### src/rtl/exu_sequencer.sv
// exu_sequencer
//   Execute-stage sequencer for the multi-cycle units (integer multiplier and
//   multi-cycle FALU). Issues start pulses, holds the pipeline stall while a
//   unit is busy, and substitutes the unit result for the single-cycle ALU
//   result on the path into Reg_M. Handles flush aborts and a completion
//   watchdog.
//
//   State table:
//     IDLE     | no op in flight; single-cycle results pass through
//     WAIT_MUL | multiplier running, pipeline stalled
//     WAIT_FPU | FALU running, pipeline stalled
//     DONE     | unit result presented to Reg_M for one cycle
//
// Ports:
//   clk, rst                  clock (rising edge), async active-low reset
//   E_valid/E_class/E_rd/E_fp E-stage instruction info
//   flush                     kill E-stage instruction
//   alu_result                single-cycle ALU/FALU result
//   mul_*/fpu_*               unit handshake (start out, done/result in)
//   unit_abort                cancel pulse to the active unit
//   stall                     freeze PC/Reg_D/Reg_E
//   ex_valid/result/rd/fp     result path into Reg_M
//   busy, wd_err, stall_cnt   status
module exu_sequencer #(
  parameter int MAX_WAIT = 16,
  parameter int CNT_W    = 16
) (
  input  logic             clk,
  input  logic             rst,
  input  logic             E_valid,
  input  logic [1:0]       E_class,
  input  logic [4:0]       E_rd,
  input  logic             E_fp,
  input  logic             flush,
  input  logic [31:0]      alu_result,
  input  logic             mul_done,
  input  logic [31:0]      mul_result,
  input  logic             fpu_done,
  input  logic [31:0]      fpu_result,
  output logic             mul_start,
  output logic             fpu_start,
  output logic             unit_abort,
  output logic             stall,
  output logic             ex_valid,
  output logic [31:0]      ex_result,
  output logic [4:0]       ex_rd,
  output logic             ex_fp,
  output logic             busy,
  output logic             wd_err,
  output logic [CNT_W-1:0] stall_cnt
);

  localparam logic [1:0] S_IDLE     = 2'd0;
  localparam logic [1:0] S_WAIT_MUL = 2'd1;
  localparam logic [1:0] S_WAIT_FPU = 2'd2;
  localparam logic [1:0] S_DONE     = 2'd3;

  localparam int WCNT_W = (MAX_WAIT > 2) ? $clog2(MAX_WAIT) : 1;
  localparam logic [WCNT_W-1:0] WD_LAST = WCNT_W'(MAX_WAIT - 1);

  logic [1:0]        state, state_d;
  logic [31:0]       res_q;
  logic [4:0]        rd_q;
  logic              fp_q;
  logic [WCNT_W-1:0] wcnt;
  logic              wd_err_q;

  logic        in_wait, unit_done, wd_hit, issue_ok;
  logic [31:0] unit_res;
  logic        mul_start_c, fpu_start_c, abort_c, stall_c, valid_c;
  logic [31:0] res_c;
  logic [4:0]  rd_c;
  logic        fp_c;

  assign in_wait   = (state == S_WAIT_MUL) || (state == S_WAIT_FPU);
  assign unit_done = (state == S_WAIT_MUL) ? mul_done : fpu_done;
  assign unit_res  = (state == S_WAIT_MUL) ? mul_result : fpu_result;
  assign issue_ok  = E_valid & ~flush;
  // A real completion in the last allowed cycle beats the watchdog; flush beats both.
  assign wd_hit    = in_wait & ~flush & ~unit_done & (wcnt == WD_LAST);

  always_comb begin
    state_d     = state;
    mul_start_c = 1'b0;
    fpu_start_c = 1'b0;
    abort_c     = 1'b0;
    stall_c     = 1'b0;
    valid_c     = 1'b0;
    res_c       = res_q;
    rd_c        = rd_q;
    fp_c        = fp_q;
    case (state)
      S_IDLE: begin
        res_c = alu_result;
        rd_c  = E_rd;
        fp_c  = E_fp;
        if (issue_ok && E_class == 2'b01) begin
          mul_start_c = 1'b1;
          stall_c     = 1'b1;
          state_d     = S_WAIT_MUL;
        end else if (issue_ok && E_class == 2'b10) begin
          fpu_start_c = 1'b1;
          stall_c     = 1'b1;
          state_d     = S_WAIT_FPU;
        end else begin
          valid_c = issue_ok;
        end
      end
      S_WAIT_MUL, S_WAIT_FPU: begin
        if (flush) begin
          abort_c = 1'b1;
          state_d = S_IDLE;
        end else if (unit_done) begin
          stall_c = 1'b1;
          state_d = S_DONE;
        end else if (wd_hit) begin
          abort_c = 1'b1;
          state_d = S_IDLE;
        end else begin
          stall_c = 1'b1;
        end
      end
      default: begin
        valid_c = ~flush;
        state_d = S_IDLE;
      end
    endcase
  end

  always_ff @(posedge clk or negedge rst) begin
    if (!rst) begin
      state     <= S_IDLE;
      res_q     <= '0;
      rd_q      <= '0;
      fp_q      <= 1'b0;
      wcnt      <= '0;
      wd_err_q  <= 1'b0;
      stall_cnt <= '0;
    end else begin
      state <= state_d;
      if (mul_start_c || fpu_start_c) begin
        rd_q <= E_rd;
        fp_q <= E_fp;
        wcnt <= '0;
      end else if (in_wait) begin
        wcnt <= wcnt + 1'b1;
      end
      if (in_wait && !flush && unit_done)
        res_q <= unit_res;
      if (wd_hit)
        wd_err_q <= 1'b1;
      if (stall_c && stall_cnt != '1)
        stall_cnt <= stall_cnt + 1'b1;
    end
  end

  // Every output, including the combinational pass-through, is forced low in reset.
  assign mul_start  = rst & mul_start_c;
  assign fpu_start  = rst & fpu_start_c;
  assign unit_abort = rst & abort_c;
  assign stall      = rst & stall_c;
  assign ex_valid   = rst & valid_c;
  assign ex_result  = rst ? res_c : 32'd0;
  assign ex_rd      = rst ? rd_c : 5'd0;
  assign ex_fp      = rst & fp_c;
  assign busy       = rst & (state != S_IDLE);
  assign wd_err     = wd_err_q;

endmodule
### config.mk
export PLATFORM = sky130hd
export DESIGN_NAME = exu_sequencer
export DESIGN_NICKNAME = d
export VERILOG_FILES = /design/src/rtl/exu_sequencer.sv
export SDC_FILE = /design/constraint.sdc
export NUM_CORES = 1
export LEC_CHECK = 0
export BUFFER_PORTS_ARGS = -buffer_cell sky130_fd_sc_hd__buf_2
export CELL_PAD_IN_SITES_DETAIL_PLACEMENT = 0
export CELL_PAD_IN_SITES_GLOBAL_PLACEMENT = 2
export CORE_ASPECT_RATIO = 1.5
export CORE_UTILIZATION = 26
export CTS_CLUSTER_DIAMETER = 80
export DETAILED_ROUTE_END_ITERATION = 8
export HOLD_SLACK_MARGIN = 0.08
export PLACE_DENSITY = 0.84
export SLEW_MARGIN = 30
export SYNTH_ARGS = -nofsm -noshare
export SYNTH_HDL_FRONTEND = slang
export SYNTH_SLANG_ARGS = --single-unit
### constraint.sdc
create_clock -name clk -period 2.9 [get_ports clk]
set_clock_uncertainty 0.2 [all_clocks]
set_input_delay 0.29 -clock clk [delete_from_list [all_inputs] [get_ports clk]]
set_output_delay 0.29 -clock clk [all_outputs]
set_load 0.01 [all_outputs]
==> metrics.cfg <==
[routing]
drt-vias-per-instance=4.59
routedWlPerCell_um=13.6
ant_nets=0
top_layer_used=met4
routed_wl_mm=10.1
m1WireLength_mm=3.98
drt_first_pass_iters=4
route.met2.wl_mm=5.19
met3_wirelength_um=718
drtIter0Drc=57
drc_errors=0
vias=3402

[synth]
synth_seq_cells=61
yosysSeqAreaShare=0.439
synth_largest_area_cell=dfrtp_1
synth_area_um2=3480
syn_area_per_cell_um2=9.47
synthTopCellsByArea=dfrtp_1 (44%), mux2i_1 (21%), nor2_1 (9.2%), a21oi_1 (5.0%), xor2_1 (4.0%)
yosysUniqueCellTypes=32
synth_top_area_share=0.439
netlist_instances=367
synth_nets=482
yosys_warnings=0

[pwr]
p_clk_frac=0.252
irDropWorstVdd_v=0.000433
p_per_area_nw_per_um2=846
power_frac_comb=0.428
p_int_mw=2.86
power_leakage_nw=2.65
switchingPower_mw=1.61
power_frac_seq=0.320
swShare=0.360

[sta]
layout_setup_ws_ps=456
tightestPinTransition_ps=698
max_freq_mhz=409
rsz0062_at_grt=no
slew_violations=0
finalSetupViolations=0
relSlewSlack=0.533
finalCriticalPeriod_ps=2440
hold_violations=0
post-route-period-util=0.843
setup_tns_ps=0

[setup_path]
worstPathMaxFanout=32
worst_ep_required_time_ps=2890
critPathCaptureType=flip-flop
worst-setup-path-type=flip-flop to flip-flop
r2r_cells=6
worstSetupStartpointType=flip-flop
worstPathArrival_ps=2430

[final_layout]
final_cell_mix=buf_2 (170), nor2_1 (84), mux2i_1 (72)
diodes=0
multiInputGateArea_um2=1840
ff_latch_area_um2=1530
postLayoutCoreUtil=0.405
fillers=1338
final_common_cell=buf_2
area_growth_pct=51.7
drive_above_1_share=0.357
final_nets=692
stdcell_count=741

[clocking]
numCtsBuffers=9
post_cts_buffers=0
h-tree-depth=3
clk_pin_slew_ps=50
post_cts_resized=0
cts_tree=done
cts_root_buffer=clkbuf_16
cts_sinks=61
cts_buffer_depth=2
clock_latency_ps=330

[floorplanning]
row_count=51
die_h_um=144
dieArea_um2=13800
die_w_um=96.4
pin_count=171
fp.coreArea_um2=13000
start_util=0.267

[grt]
grt_antenna_before_repair=0
grt_max_degree=44
grt-ovfl-total=0
grt_pass1_wl_mm=15.7
grtUsageTotal=0.148
grt_pass1_vias=3472

[run]
maxCapViolCount=0

[placement]
dp_slack_ps=507
place_congestion=0.765
dp.final_hpwl_mm=7.36
numPlacedInstances=682
portBuffers=170

[run_status]
status=completed

[worst_hold_path]
hold_depth=3
hold_class=input pin to flip-flop

-- flip-flops by register name (all words and copies together), names as in the netlist --
name,cells
wcnt,4
rd_q,5
fp_q,1
res_q,32
wd_err,1
state,2
stall_cnt,16
-- worst max-delay path: stages, from the launching register on --
cell and delay, ps:
dfrtp_1 400, inv_1 90, ha_2 200, buf_4 480, mux2i_1 270, dlygate4sd3_1 580, a21oi_1 70
-- final timing paths --
check | start | end | slack [ps]
min in group asynchronous | rst | fp_q | 280
worst min-delay path | fpu_result[22] | res_q[22] | 90
worst max register to register | state[1] | res_q[19] | 460
worst max-delay path | state[1] | res_q[19] | 460
worst min register to register | wd_err | wd_err | 280
max in group asynchronous | rst | res_q[11] | 1380
-- cell usage after synthesis, drive strengths merged --
cell,number
or4b,1
nor2,85
inv,7
nor4b,1
buf,10
ha,5
nor4,5
o31ai,2
nand2,13
mux2i,72
xnor2,3
nand4,4
o22a,1
nor2b,2
and3,2
mux2,7
nand3,8
or4,1
a31o,1
o21ai,2
nand2b,1
dfrtp,61
xor2,16
nor3,6
clkbuf,14
a21o,1
o211ai,1
a21oi,35
-- routing by layer --
layer,vias up,global-route usage
met5,-,0
met4,0,0.0673
met3,12,0.0307
met2,112,0.273
met1,1587,0.159
li1,1691,-
-- final cells by class --
cell class                 instances  share of cell area
clock buffer                       9              0.0427
multi-input combinational        275               0.348
timing repair buffer             223               0.260
tap                              159              0.0377
sequential                        61               0.290
inverter                           7             0.00498
clock inverter                     7              0.0171
-- timing repair --
item,in CTS,in global routing
hold endpoints to repair,45,0
setup endpoints to repair,0,0
hold buffers,43,0
-- power groups by stage --
stage / logic, mW / registers (mW) / clock network, mW
final: 1.91 / 1.43 / 1.12
after global routing: 2.14 / 1.48 / 1.19
after CTS: 1.95 / 1.43 / 1.17
after detailed placement: 1.87 / 1.45 / 0
after global placement: 1.84 / 1.44 / 0
after floorplan: 1.30 / 1.39 / 0
-- metrics by stage --
step | power, mW | cell area [um2] | hold slack, ps
floorplan | 2.69 | 3480 | -206
global placement | 3.27 | 4530 | 119
detailed placement | 3.32 | 4530 | 110
CTS | 4.55 | 5270 | 80.1
global route | 4.82 | 5270 | 98.0
finish | 4.46 | 5270 | 90.9
-- logic make-up after synthesis --
kind of cell,after synthesis,share of synthesized area
AOI/OAI and AO/OA,43,0.0684
xor gates and xnor gates,19,0.0479
adders and majority gates,5,0.0180
buffers and inverters,31,0.0360
DFF,61,0.439
muxes,79,0.230
and+or+nand+nor,129,0.161
No activity file was read; power rests on OpenSTA's default activity.
